==> src/rtl/mem_stage_pkg.sv <==
// Shared proc definitions: datapath widths, opcode encoding and opcode-class helpers.
package mem_stage_pkg;
  localparam int ARCH_BITS = 32;
  localparam int REG_BITS  = 5;
  localparam int OPCODE_W  = 7;

  localparam logic [OPCODE_W-1:0] OPCODE_ADD  = 7'h01;
  localparam logic [OPCODE_W-1:0] OPCODE_SUB  = 7'h02;
  localparam logic [OPCODE_W-1:0] OPCODE_LDB  = 7'h03;
  localparam logic [OPCODE_W-1:0] OPCODE_LDW  = 7'h04;
  localparam logic [OPCODE_W-1:0] OPCODE_STB  = 7'h05;
  localparam logic [OPCODE_W-1:0] OPCODE_STW  = 7'h06;
  localparam logic [OPCODE_W-1:0] OPCODE_BEQ  = 7'h07;
  localparam logic [OPCODE_W-1:0] OPCODE_BZ   = 7'h08;
  localparam logic [OPCODE_W-1:0] OPCODE_JUMP = 7'h09;

  function automatic logic is_mem_op(input logic [OPCODE_W-1:0] op);
    return (op == OPCODE_LDB) || (op == OPCODE_LDW) ||
           (op == OPCODE_STB) || (op == OPCODE_STW);
  endfunction

  function automatic logic is_load_op(input logic [OPCODE_W-1:0] op);
    return (op == OPCODE_LDB) || (op == OPCODE_LDW);
  endfunction

  function automatic logic is_byte_op(input logic [OPCODE_W-1:0] op);
    return (op == OPCODE_LDB) || (op == OPCODE_STB);
  endfunction

  // Unknown opcodes still retire, but never write the register file.
  function automatic logic writes_reg(input logic [OPCODE_W-1:0] op);
    return (op == OPCODE_ADD) || (op == OPCODE_SUB) || is_load_op(op);
  endfunction
endpackage

==> src/rtl/mem_stage_load_align.sv <==
// Load data alignment: picks the addressed byte lane and sign-extends it, or passes the word.
module load_align #(
  parameter int ARCH_BITS = mem_stage_pkg::ARCH_BITS
) (
  input  logic [ARCH_BITS-1:0] rdata,
  input  logic [1:0]           lane,
  input  logic                 byte_sel,
  output logic [ARCH_BITS-1:0] data
);
  logic [7:0] lane_byte;

  always_comb begin
    lane_byte = rdata[{lane, 3'b000} +: 8];
    data      = byte_sel ? {{(ARCH_BITS-8){lane_byte[7]}}, lane_byte} : rdata;
  end
endmodule

==> src/rtl/mem_stage.sv <==
// Memory-access pipeline stage: issues loads/stores over a req/ack port, stalls upstream
// while an access is in flight, and passes other instructions to writeback in one cycle.
module mem_stage #(
  parameter int ARCH_BITS = mem_stage_pkg::ARCH_BITS,
  parameter int REG_BITS  = mem_stage_pkg::REG_BITS
) (
  input  logic                 clk,
  input  logic                 rst,
  input  logic                 ex_valid,
  input  logic [6:0]           ex_opcode,
  input  logic [ARCH_BITS-1:0] ex_alu_res,
  input  logic [ARCH_BITS-1:0] ex_store_data,
  input  logic [REG_BITS-1:0]  ex_dst_reg,
  output logic                 ex_stall,
  output logic                 mem_req,
  output logic                 mem_we,
  output logic [ARCH_BITS-1:0] mem_addr,
  output logic [ARCH_BITS-1:0] mem_wdata,
  output logic [3:0]           mem_be,
  input  logic [ARCH_BITS-1:0] mem_rdata,
  input  logic                 mem_ack,
  output logic                 wb_valid,
  output logic                 wb_we,
  output logic [REG_BITS-1:0]  wb_dst_reg,
  output logic [ARCH_BITS-1:0] wb_data
);
  import mem_stage_pkg::*;

  localparam logic [1:0] S_IDLE     = 2'd0;
  localparam logic [1:0] S_WAIT_ACK = 2'd1;
  localparam logic [1:0] S_RESP     = 2'd2;

  logic [1:0]           state_q, state_d;
  logic [6:0]           op_q, op_d;
  logic [ARCH_BITS-1:0] alu_q, alu_d;
  logic [REG_BITS-1:0]  dst_q, dst_d;
  logic                 mem_req_q, mem_req_d;
  logic                 mem_we_q, mem_we_d;
  logic [ARCH_BITS-1:0] mem_addr_q, mem_addr_d;
  logic [ARCH_BITS-1:0] mem_wdata_q, mem_wdata_d;
  logic [3:0]           mem_be_q, mem_be_d;
  logic                 wb_valid_q, wb_valid_d;
  logic                 wb_we_q, wb_we_d;
  logic [REG_BITS-1:0]  wb_dst_q, wb_dst_d;
  logic [ARCH_BITS-1:0] wb_data_q, wb_data_d;
  logic [ARCH_BITS-1:0] ld_data;

  load_align #(.ARCH_BITS(ARCH_BITS)) u_load_align (
    .rdata    (mem_rdata),
    .lane     (alu_q[1:0]),
    .byte_sel (op_q == OPCODE_LDB),
    .data     (ld_data)
  );

  always_comb begin
    state_d     = state_q;
    op_d        = op_q;
    alu_d       = alu_q;
    dst_d       = dst_q;
    mem_req_d   = mem_req_q;
    mem_we_d    = mem_we_q;
    mem_addr_d  = mem_addr_q;
    mem_wdata_d = mem_wdata_q;
    mem_be_d    = mem_be_q;
    wb_valid_d  = 1'b0;
    wb_we_d     = wb_we_q;
    wb_dst_d    = wb_dst_q;
    wb_data_d   = wb_data_q;
    case (state_q)
      S_IDLE: begin
        if (ex_valid) begin
          if (is_mem_op(ex_opcode)) begin
            op_d      = ex_opcode;
            alu_d     = ex_alu_res;
            dst_d     = ex_dst_reg;
            mem_req_d = 1'b1;
            mem_we_d  = !is_load_op(ex_opcode);
            // Byte stores replicate the byte on every lane; mem_be selects the live one.
            if (is_byte_op(ex_opcode)) begin
              mem_addr_d  = ex_alu_res;
              mem_be_d    = 4'b0001 << ex_alu_res[1:0];
              mem_wdata_d = {(ARCH_BITS/8){ex_store_data[7:0]}};
            end else begin
              mem_addr_d  = {ex_alu_res[ARCH_BITS-1:2], 2'b00};
              mem_be_d    = 4'hF;
              mem_wdata_d = ex_store_data;
            end
            state_d = S_WAIT_ACK;
          end else begin
            wb_valid_d = 1'b1;
            wb_we_d    = writes_reg(ex_opcode);
            wb_dst_d   = ex_dst_reg;
            wb_data_d  = ex_alu_res;
          end
        end
      end
      S_WAIT_ACK: begin
        if (mem_ack) begin
          mem_req_d  = 1'b0;
          wb_valid_d = 1'b1;
          wb_we_d    = writes_reg(op_q);
          wb_dst_d   = dst_q;
          wb_data_d  = is_load_op(op_q) ? ld_data : alu_q;
          state_d    = S_RESP;
        end
      end
      S_RESP:  state_d = S_IDLE;
      default: state_d = S_IDLE;
    endcase
  end

  always_ff @(posedge clk) begin
    if (rst) begin
      state_q     <= S_IDLE;
      op_q        <= '0;
      alu_q       <= '0;
      dst_q       <= '0;
      mem_req_q   <= 1'b0;
      mem_we_q    <= 1'b0;
      mem_addr_q  <= '0;
      mem_wdata_q <= '0;
      mem_be_q    <= '0;
      wb_valid_q  <= 1'b0;
      wb_we_q     <= 1'b0;
      wb_dst_q    <= '0;
      wb_data_q   <= '0;
    end else begin
      state_q     <= state_d;
      op_q        <= op_d;
      alu_q       <= alu_d;
      dst_q       <= dst_d;
      mem_req_q   <= mem_req_d;
      mem_we_q    <= mem_we_d;
      mem_addr_q  <= mem_addr_d;
      mem_wdata_q <= mem_wdata_d;
      mem_be_q    <= mem_be_d;
      wb_valid_q  <= wb_valid_d;
      wb_we_q     <= wb_we_d;
      wb_dst_q    <= wb_dst_d;
      wb_data_q   <= wb_data_d;
    end
  end

  assign ex_stall   = (state_q != S_IDLE);
  assign mem_req    = mem_req_q;
  assign mem_we     = mem_we_q;
  assign mem_addr   = mem_addr_q;
  assign mem_wdata  = mem_wdata_q;
  assign mem_be     = mem_be_q;
  assign wb_valid   = wb_valid_q;
  assign wb_we      = wb_we_q;
  assign wb_dst_reg = wb_dst_q;
  assign wb_data    = wb_data_q;
endmodule

==> config.mk <==
export PLATFORM = sky130hd
export DESIGN_NAME = mem_stage
export DESIGN_NICKNAME = d
export VERILOG_FILES = /design/src/rtl/mem_stage_pkg.sv /design/src/rtl/mem_stage_load_align.sv /design/src/rtl/mem_stage.sv
export SDC_FILE = /design/constraint.sdc
export NUM_CORES = 1
export LEC_CHECK = 0
export BUFFER_PORTS_ARGS = -buffer_cell sky130_fd_sc_hd__buf_2
export CORE_ASPECT_RATIO = 1.25
export CORE_MARGIN = 2
export CORE_UTILIZATION = 51
export CTS_CLUSTER_SIZE = 16
export DETAILED_ROUTE_END_ITERATION = 6
export MAX_ROUTING_LAYER = met4
export PLACE_DENSITY = 0.81
export SYNTH_ARGS = -nofsm -noshare
export SYNTH_HDL_FRONTEND = slang
export SYNTH_HIERARCHICAL = 1
export SYNTH_SLANG_ARGS = --single-unit
==> constraint.sdc <==
create_clock -name clk -period 2.75 [get_ports clk]
set_input_delay 0.1375 -clock clk [delete_from_list [all_inputs] [get_ports clk]]
set_output_delay 0.1375 -clock clk [all_outputs]
set_load 0.05 [all_outputs]
==> After elaboration in Yosys (flattened, before gate mapping) <==
Cells that the tools add are included.
{ "classes": {"eq_ne": 15, "shift": 2, "n_mux": 29, "reduce_logical": 17} }
{ "op_table": {"columns": ["op", "count"], "rows": [
  ["$mux 32", 6],
  ["$pmux 32 s2", 1],
  ["$shiftx 32x6->8", 1],
  ["$eq 7x2->1 const B", 4],
  ["$eq 7x3->1 const B", 4],
  ["$mux 5", 3],
  ["$eq 7x1->1 const B", 2],
  ["$pmux 5 s2", 1],
  ["$logic_or 1x1->1", 9],
  ["$mux 1", 9],
  ["$mux 2", 4],
  ["$ne 2x2->1 const B", 4],
  ["$reduce_and 4->1", 2],
  ["$pmux 1 s2", 3],
  ["$reduce_and 3->1", 2],
  ["$mux 4", 1],
  ["$pmux 2 s2", 1],
  ["$reduce_bool 2->1", 2],
  ["$shl 1x2->4 const A", 1],
  ["$eq 2x1->1 const B", 1],
  ["$logic_not 2->1", 1],
  ["$logic_not 1->1", 1]
]} }
{ "totals": {"register_bits": 155, "in_bits": 112, "out_inout_bits": 110, "wordCells": 76} }

==> Longest topological paths before layout <==
Gate-level depths: netlist of run 1.
{ "logic_depth": {"ltp_word": 7, "mapped_depth": 9, "mapped_depth_nobuf": 8} }

==> Modules after synthesis <==
Netlist of run 1, hierarchy kept.
{ "modules_own_cells": {"columns": ["mod", "n_inst", "cells_per_inst", "area_per_inst_um2", "seq_area_each_um2"], "rows": [
  ["mem_stage", 1, 661, 5729.2, 2502.4],
  ["load_align", 1, 100, 690.7, 0.0]
]} }

==> Worst setup path before layout of run 1 <==
Ideal clock, no wire load.
{ "synth_path": {"path_kind": "flip-flop to flip-flop", "startpoint": "reg op_q[6]", "endpoint": "reg wb_data_q[15] (netlist: wb_data[15])", "setup_ps": 62, "arrival_time_ps": 2026, "t_required_ps": 2688, "path_slack_ps": 663, "stages_incl_launch_ff": 10, "path_buffers": 1, "cell_sequence": "dfxtp_1 -> or4_4 -> nor2_1 -> nand2_2 -> o22a_4 -> buf_6 -> o21ai_2 -> nor2_1 -> mux2i_1 -> a32o_1"} }
{ "synth_between": {"elab_chain_cells": 5, "word_cells_on_any_way": 7, "cone_classes": "2 x eq/ne; 4 x mux; 1 x reduce/logical"} }
{ "synth_lines": {"columns": ["element", "line_no", "text"], "rows": [
  ["start, declared", "mem_stage.sv:34", "logic [6:0] op_q, op_d;"],
  ["start signal, assigned", "mem_stage.sv:129", "op_q <= op_d;"],
  ["$eq 7x2->1", "mem_stage.sv:51", ".byte_sel (op_q == OPCODE_LDB),"],
  ["$mux 32", "mem_stage_load_align.sv:14", "data = byte_sel ? {{(ARCH_BITS-8){lane_byte[7]}}, lane_byte} : rdata;"],
  ["named net ld_data[15]", "mem_stage.sv:46", "logic [ARCH_BITS-1:0] ld_data;"],
  ["$mux 32", "mem_stage.sv:103", "wb_data_d = is_load_op(op_q) ? ld_data : alu_q;"],
  ["$mux 32", "mem_stage.sv:98", "if (mem_ack) begin"],
  ["$pmux 32 s2", "mem_stage.sv:69", "case (state_q)"],
  ["end signal, assigned", "mem_stage.sv:140", "wb_data_q <= wb_data_d;"],
  ["end, declared", "mem_stage.sv:45", "logic [ARCH_BITS-1:0] wb_data_q, wb_data_d;"]
]} }
The timed path passes the listed nets, and every way through them passes these cells. The select of a mux whose other input is x is not followed.
A chain may end at the register's enable or synchronous reset.

==> Final worst setup path of run 1 <==
{ "layout_path": {"startpoint": "reg op_q[6]", "endpoint": "reg wb_data_q[2] (netlist: wb_data[2])"} }
Same word-level chain as after synthesis.

==> results_dict.tcl, run 1 <==
set metrics [dict create \
    pwr-share-comb_pct 12.6 \
    synth_edf_count 0 \
    clkTransAtPathRegs_ns 0.06 \
    clock_skew_ns 0.00659 \
    synth_top_area_share_pct 39.0 \
    peakVddDrop_mv 0.394 \
    pwr-share-seq_pct 39.0 \
    tns_ns 0 \
    synth_area_um2 6420 \
    p_int_mw 3.62 \
    path_class "flop to flop" \
    dpl.hpwl_mm 12.8 \
    rsz0062_at_grt "no" \
    coreArea_um2 12200 \
    ant_nets 0 \
    start_kind "flop" \
    synth_mux_area_share_pct 11.7 \
    synth_top_family_by_area "compound AO/OA/AOI/OAI gates" \
    ys_warn_count 6 \
    wire_per_inst_um 16.5 \
    grt_pass1_wl_mm 30.0 \
    crit_required_ns 3.05 \
    area_growth_pct 29.9 \
    gp_congestion 0.890 \
    root_buffer "clkbuf_16" \
    drc 0 \
    drt_iter0_markers 426 \
    ioPinCount 222 \
    drv_slew 0 \
    cts_made_buffers 17 \
    grt_max_degree 66 \
    yosys.area_share.simple_pct 16.5 \
    finalCritPeriodShare_pct 82.3 \
    synth_top_cell_by_area "dfxtp_1" \
    clock_latency_ns 0.41 \
    synth_seq_area_share_pct 39.0 \
    critPathCaptureType "flop" \
    cts_setup_buffers 0 \
    synth_compound_area_share_pct 22.0 \
    die_w_um 104 \
    grt_pass1_vias 5945 \
    viasPerCell 5.52 \
    worst_pin_slew_ns 0.931 \
    cts_sinks 125 \
    placementRows 45 \
    synthTopCellsByArea "dfxtp_1 39%, mux2i_1 10%, a21oi_1 7.1%, nand2_1 5.7%, a32o_1 5.0%" \
    max_freq_mhz 442 \
    cts_repair_resize_count 0 \
    hold_path_class "input port to flop" \
    antenna_found_initial 0 \
    synthAdderAreaFrac_pct 0 \
    grt_usage_pct 28.6 \
    clkPwrFrac_pct 48.4 \
    stdcell_area_um2 8340 \
    p_switching_mw 1.22 \
    clk_path_buf_depth 2 \
    path_max_fanout 19 \
    diodes 0 \
    synthFlopType "dfxtp_1" \
    final.min_clock_period_ns 2.26 \
    cap_violations 0 \
    finalPower_mw 4.85 \
    cp_data_arrival_time_ns 2.56 \
    firstDrtPassIters 5 \
    final_nets 1075 \
    synthArstFlopShare_pct 0 \
    die-height_um 129 \
    io_buffers 221 \
    place_area_um2 7360 \
    p_sw_share_pct 25.2 \
    hold_violations 0 \
    ys_types 46 \
    synth_xor_xnor_area_share_pct 0.273 \
    gr-total-overflow 0 \
    drive_gt1_share_pct 31.8 \
    die_area_um2 13500 \
    cts_hold_buffers 36 \
    slew_headroom_pct 37.7 \
    ys_ff_latch 125 \
    vias 6292 \
    syn_inst 761 \
    syn_avg_cell_area_um2 8.44 \
    leakagePower_nw 3.92 \
    p_per_area_nw_per_um2 581 \
    h-tree-depth 4 \
    outcome "completed" \
    finalSetupViolations 0 \
    cts_tree "done" \
    synthesis.nets 873 \
    start_util_pct 52.5 \
    wirelength_mm 18.8 \
]
power by group through the flow:
stage	Combinational [mW]	Sequential, mW	Clock [mW]
6_report	0.609	1.89	2.35
5_1_grt	0.649	1.89	2.46
3_5_place_dp	0.562	1.93	0
4_1_cts	0.605	1.89	2.37
2_1_floorplan	0.211	2.08	0
3_3_place_gp	0.557	1.93	0
worst max-delay path, stage by stage, from the launching register on:
cell and delay, ns:
dfxtp_1 0.31, or4_4 0.57, nor2_4 0.17, buf_4 0.26
nand3b_1 0.12, o21ai_0 0.12, a21oi_1 0.12, nor2_1 0.15
mux2i_1 0.10, a32o_1 0.24
Yosys cell counts, drive strengths merged, types with 4 or more instances:
cell	instances
a21oi	93
a311oi	7
a32o	32
and3	4
buf	66
clkbuf	24
dfxtp	125
inv	29
mux2	7
mux2i	65
nand2	98
nand2b	36
nand3b	9
nor2	73
o21ai	62
o22ai	7
worst paths after layout:
kind | startpoint | to | slack [ns] | cells after the start
min | ex_store_data[5] | mem_wdata[5]$_SDFFE_PP0P_ | 0.01 | 3
max | op_q[6]$_SDFFE_PP0P_ | wb_data[2]$_SDFFE_PP0P_ | 0.49 | 9
min reg2reg | mem_wdata[1]$_SDFFE_PP0P_ | mem_wdata[1]$_SDFFE_PP0P_ | 0.45 | 2
max reg2reg | op_q[6]$_SDFFE_PP0P_ | wb_data[2]$_SDFFE_PP0P_ | 0.49 | 9
metal layers:
layer,vias to the layer above,global-route usage (%),part of all wire (%)
met4,0,11.5,2.9
met5,-,-,0
met3,44,8.20,8.1
met2,312,48.8,50
li1,3009,-,-
met1,2927,31.7,39
cell usage in the layout, fill, tap and decap left out, types with 3 or more instances in the layout:
cell type | synthesis | layout
and3_1 | 4 | 4
a311oi_1 | 7 | 7
clkinv_2 | 0 | 3
o22ai_1 | 7 | 7
bufinv_16 | 0 | 4
buf_2 | 19 | 221
nand2_1 | 97 | 97
nand3b_1 | 9 | 9
buf_4 | 33 | 14
o21ai_0 | 42 | 42
mux2_4 | 6 | 6
o21ai_2 | 20 | 20
nand2b_1 | 36 | 35
clkinvlp_4 | 0 | 3
dfxtp_1 | 125 | 125
mux2i_1 | 65 | 65
clkbuf_1 | 22 | 3
a32o_1 | 32 | 32
nor2_1 | 73 | 72
clkbuf_16 | 0 | 17
dlygate4sd3_1 | 0 | 36
inv_1 | 29 | 29
a21oi_1 | 91 | 91
area by class of cell:
class | count | area, um2
fill | 1001 | 3880
multi-input combinational | 517 | 3290
sequential | 125 | 2500
timing repair buffer | 273 | 1610
clock buffer | 21 | 450
tap | 164 | 205
clock inverter | 11 | 166
inverter | 29 | 109
cell families after synthesis:
family	after synthesis
multiplexers	72
buffers and inverters	119
flip-flops	125
XOR/XNOR	2
AND/OR/NAND/NOR	231
AO/OA/AOI/OAI	212
through the flow:
step	utilization [%]	instances	setup slack, ns	hold slack (ns)
2_1_floorplan	-	761	0.663	0.249
3_3_place_gp	60.3	1072	0.590	0.389
3_5_place_dp	60.3	1072	0.547	0.394
4_1_cts	68.3	1140	0.526	0.000779
5_1_grt	68.3	1140	0.358	0.00753
6_report	68.3	1140	0.488	0.0126
No activity file was read; power rests on OpenSTA's default activity.
==> inputs of run 2 (changes only) <==
--- a/config.mk
+++ b/config.mk
@@ -5,6 +5,7 @@
 export SDC_FILE = /design/constraint.sdc
 export NUM_CORES = 1
 export LEC_CHECK = 0
+export ABC_AREA = 1
 export BUFFER_PORTS_ARGS = -buffer_cell sky130_fd_sc_hd__buf_2
 export CORE_ASPECT_RATIO = 1.25
 export CORE_MARGIN = 2
==> constraint.sdc (replaced) <==
create_clock -name clk -period 2.3 [get_ports clk]
set_input_delay 0.115 -clock clk [delete_from_list [all_inputs] [get_ports clk]]
set_output_delay 0.115 -clock clk [all_outputs]
set_load 0.05 [all_outputs]
==> run 2 against run 1 <==
Effect of this change:
- clock skew grew 0.0038 ns
- final area increased by 2.4%
- register-to-register slack got worse by 0.03 ns
- total power grew 16%
- combinational power up 38%
- global-route usage grew 1.8 points
- core utilization decreased by 1.1 points
- sequential share of layout area fell by 0.69 points
- flip-flop and latch count unchanged
- via count grew 18%
- critical endpoint is now alu_q[10]$_SDFFE_PP0P_
- highest routed layer unchanged
==> results_dict.tcl, run 2 <==
set metrics [dict create \
    outcome "completed" \
    crit_slowest_cell "nor2_1" \
    hold_violations 0 \
    start_util_pct 52.2 \
    critPathCaptureType "flop" \
    placementRows 46 \
    dp_slack_ns 0.485 \
    syn_avg_cell_area_um2 6.36 \
    cap_violations 0 \
    synthFlopType "dfxtp_1" \
    finalCritPeriodShare_pct 80.2 \
    synth_area_um2 6640 \
    h-tree-depth 4 \
    synth_seq_area_share_pct 37.7 \
    min_path_cells 3 \
    final_nets 1359 \
    wirelength_mm 20.7 \
    gp_congestion 0.903 \
    ant_nets 0 \
    place_area_um2 7570 \
    die_w_um 106 \
    p_per_area_nw_per_um2 658 \
    gr-total-overflow 0 \
    fillerInstances 1129 \
    ys_warn_count 6 \
    area_growth_pct 28.5 \
    synthesis.nets 1156 \
    clkPwrFrac_pct 44.6 \
    clock_skew_ns 0.0104 \
    clk_path_buf_depth 2 \
    tns_ns 0 \
    finalSetupViolations 0 \
    root_buffer "clkbuf_16" \
    utilization_pct 67.1 \
    synth_edf_count 0 \
    final_cell_mix "399 x nand2_1, 221 x buf_2, 130 x nand3_1" \
    final_common_cell "nand2_1" \
    worst_pin_slew_ns 0.864 \
    crit_required_ns 2.62 \
    peakVddDrop_mv 0.474 \
    synthArstFlopShare_pct 0 \
    wire_per_inst_um 14.5 \
    hold_slack_ns 0.0101 \
    cts_repair_resize_count 0 \
    crit_chain "nor2_1, nand3_4, inv_2, buf_4, nand2_1, a21oi_1" \
    coreArea_um2 12700 \
    hold_path_class "input port to flop" \
    drt_iter0_markers 440 \
    ys_types 27 \
    path_max_fanout 22 \
    ioPinCount 222 \
    ys_ff_latch 125 \
    cp_data_arrival_time_ns 2.17 \
    p_switching_mw 1.56 \
    final_cell_count_no_fill 1428 \
    cts_tree "done" \
    dp_cells 1355 \
    pwr-share-seq_pct 40.4 \
    antenna_found_initial 0 \
    start_kind "flop" \
    die-height_um 132 \
    final.min_clock_period_ns 1.85 \
    syn_inst 1044 \
    viasPerCell 5.20 \
    rsz0062_at_grt "no" \
    synth_top_area_share_pct 37.7 \
    path_class "flop to flop" \
    finalWorstSetupSlack_ns 0.455 \
    p_sw_share_pct 27.7 \
    dpl.hpwl_mm 14.0 \
    leakagePower_nw 4.31 \
    stdcell_area_um2 8540 \
    pwr-share-comb_pct 14.9 \
    synth_top_cell_by_area "dfxtp_1" \
    grt_usage_pct 30.4 \
    drive_gt1_share_pct 25.2 \
    synthTopCellsByCount "399 x nand2_1, 130 x nand3_1, 125 x dfxtp_1, 110 x a21oi_1, 75 x inv_1" \
    cts_sinks 125 \
    slew_headroom_pct 42.4 \
    die_area_um2 14000 \
    cts_made_buffers 17 \
    finalPower_mw 5.62 \
    grt_pass1_wl_mm 33.4 \
    vias 7426 \
    synthTopCellsByArea "dfxtp_1 38%, nand2_1 23%, nand3_1 9.8%, a21oi_1 8.3%, buf_4 4.5%" \
    crit_path_max_incr_delay_ns 0.38 \
    diodes 0 \
    clkTransAtPathRegs_ns 0.06 \
    firstDrtPassIters 5 \
    p_int_mw 4.06 \
    grt_pass1_vias 7101 \
    yosysMostFrequentCell "nand2_1" \
    io_buffers 221 \
    reg2reg_depth 6 \
    grt_max_degree 76 \
    drc 0 \
    drv_slew 0 \
    clock_latency_ns 0.42 \
    max_freq_mhz 542 \
]
## run 2: worst paths after layout
| path | startpoint | to | slack, ns |
|---|---|---|---|
| max reg2reg | state_q[1]$_SDFFE_PP0P_ | alu_q[10]$_SDFFE_PP0P_ | 0.45 |
| min reg2reg | dst_q[3]$_SDFFE_PP0P_ | dst_q[3]$_SDFFE_PP0P_ | 0.45 |
| min | ex_dst_reg[4] | dst_q[4]$_SDFFE_PP0P_ | 0.01 |
| max | state_q[1]$_SDFFE_PP0P_ | alu_q[10]$_SDFFE_PP0P_ | 0.45 |
## run 2: what timing repair did
item                                   in CTS  in global routing
buffers inserted                            0                  0
hold buffers                               41                  0
endpoints found under the hold margin      41                  0
## run 2: kinds of logic after synthesis
logic type	after synthesis	share of synthesized area (%)
simple gates	601	38.6
buf+inv	179	13.2
compound gates	139	10.6
flops	125	37.7
## run 2: area by class of cell
cell class | count | area [um2] | area share [%]
clock inverters | 11 | 93.8 | 1.10
multi-input cells | 740 | 3270 | 38.3
flip-flops and latches | 125 | 2500 | 29.3
well taps | 168 | 210 | 2.46
clock buffers | 21 | 460 | 5.39
repair buffers | 282 | 1690 | 19.8
inverters | 81 | 307 | 3.59
## run 2: power by group through the flow
stage / clock network [mW] / logic, mW / registers (mW)
final: 2.51 / 0.838 / 2.27
after global routing: 2.63 / 0.905 / 2.28
after CTS: 2.54 / 0.831 / 2.27
after detailed placement: 0 / 0.772 / 2.32
after global placement: 0 / 0.764 / 2.32
after floorplan: 0 / 0.318 / 2.52
## run 2: layer usage
| layer | vias up | track usage (%) | routed length, um |
|---|---|---|---|
| met5 | - | - | 0 |
| met2 | 358 | 51.1 | 10200 |
| li1 | 3671 | - | - |
| met4 | 0 | 12.9 | 646 |
| met1 | 3335 | 34.4 | 8120 |
| met3 | 62 | 7.44 | 1710 |
## run 2: critical path, delay by kind of cell (launching register included)
family          cells  cell delay (ns)
flops               1             0.31
simple gates        3             0.61
buf+inv             2             0.63
compound gates      1             0.20
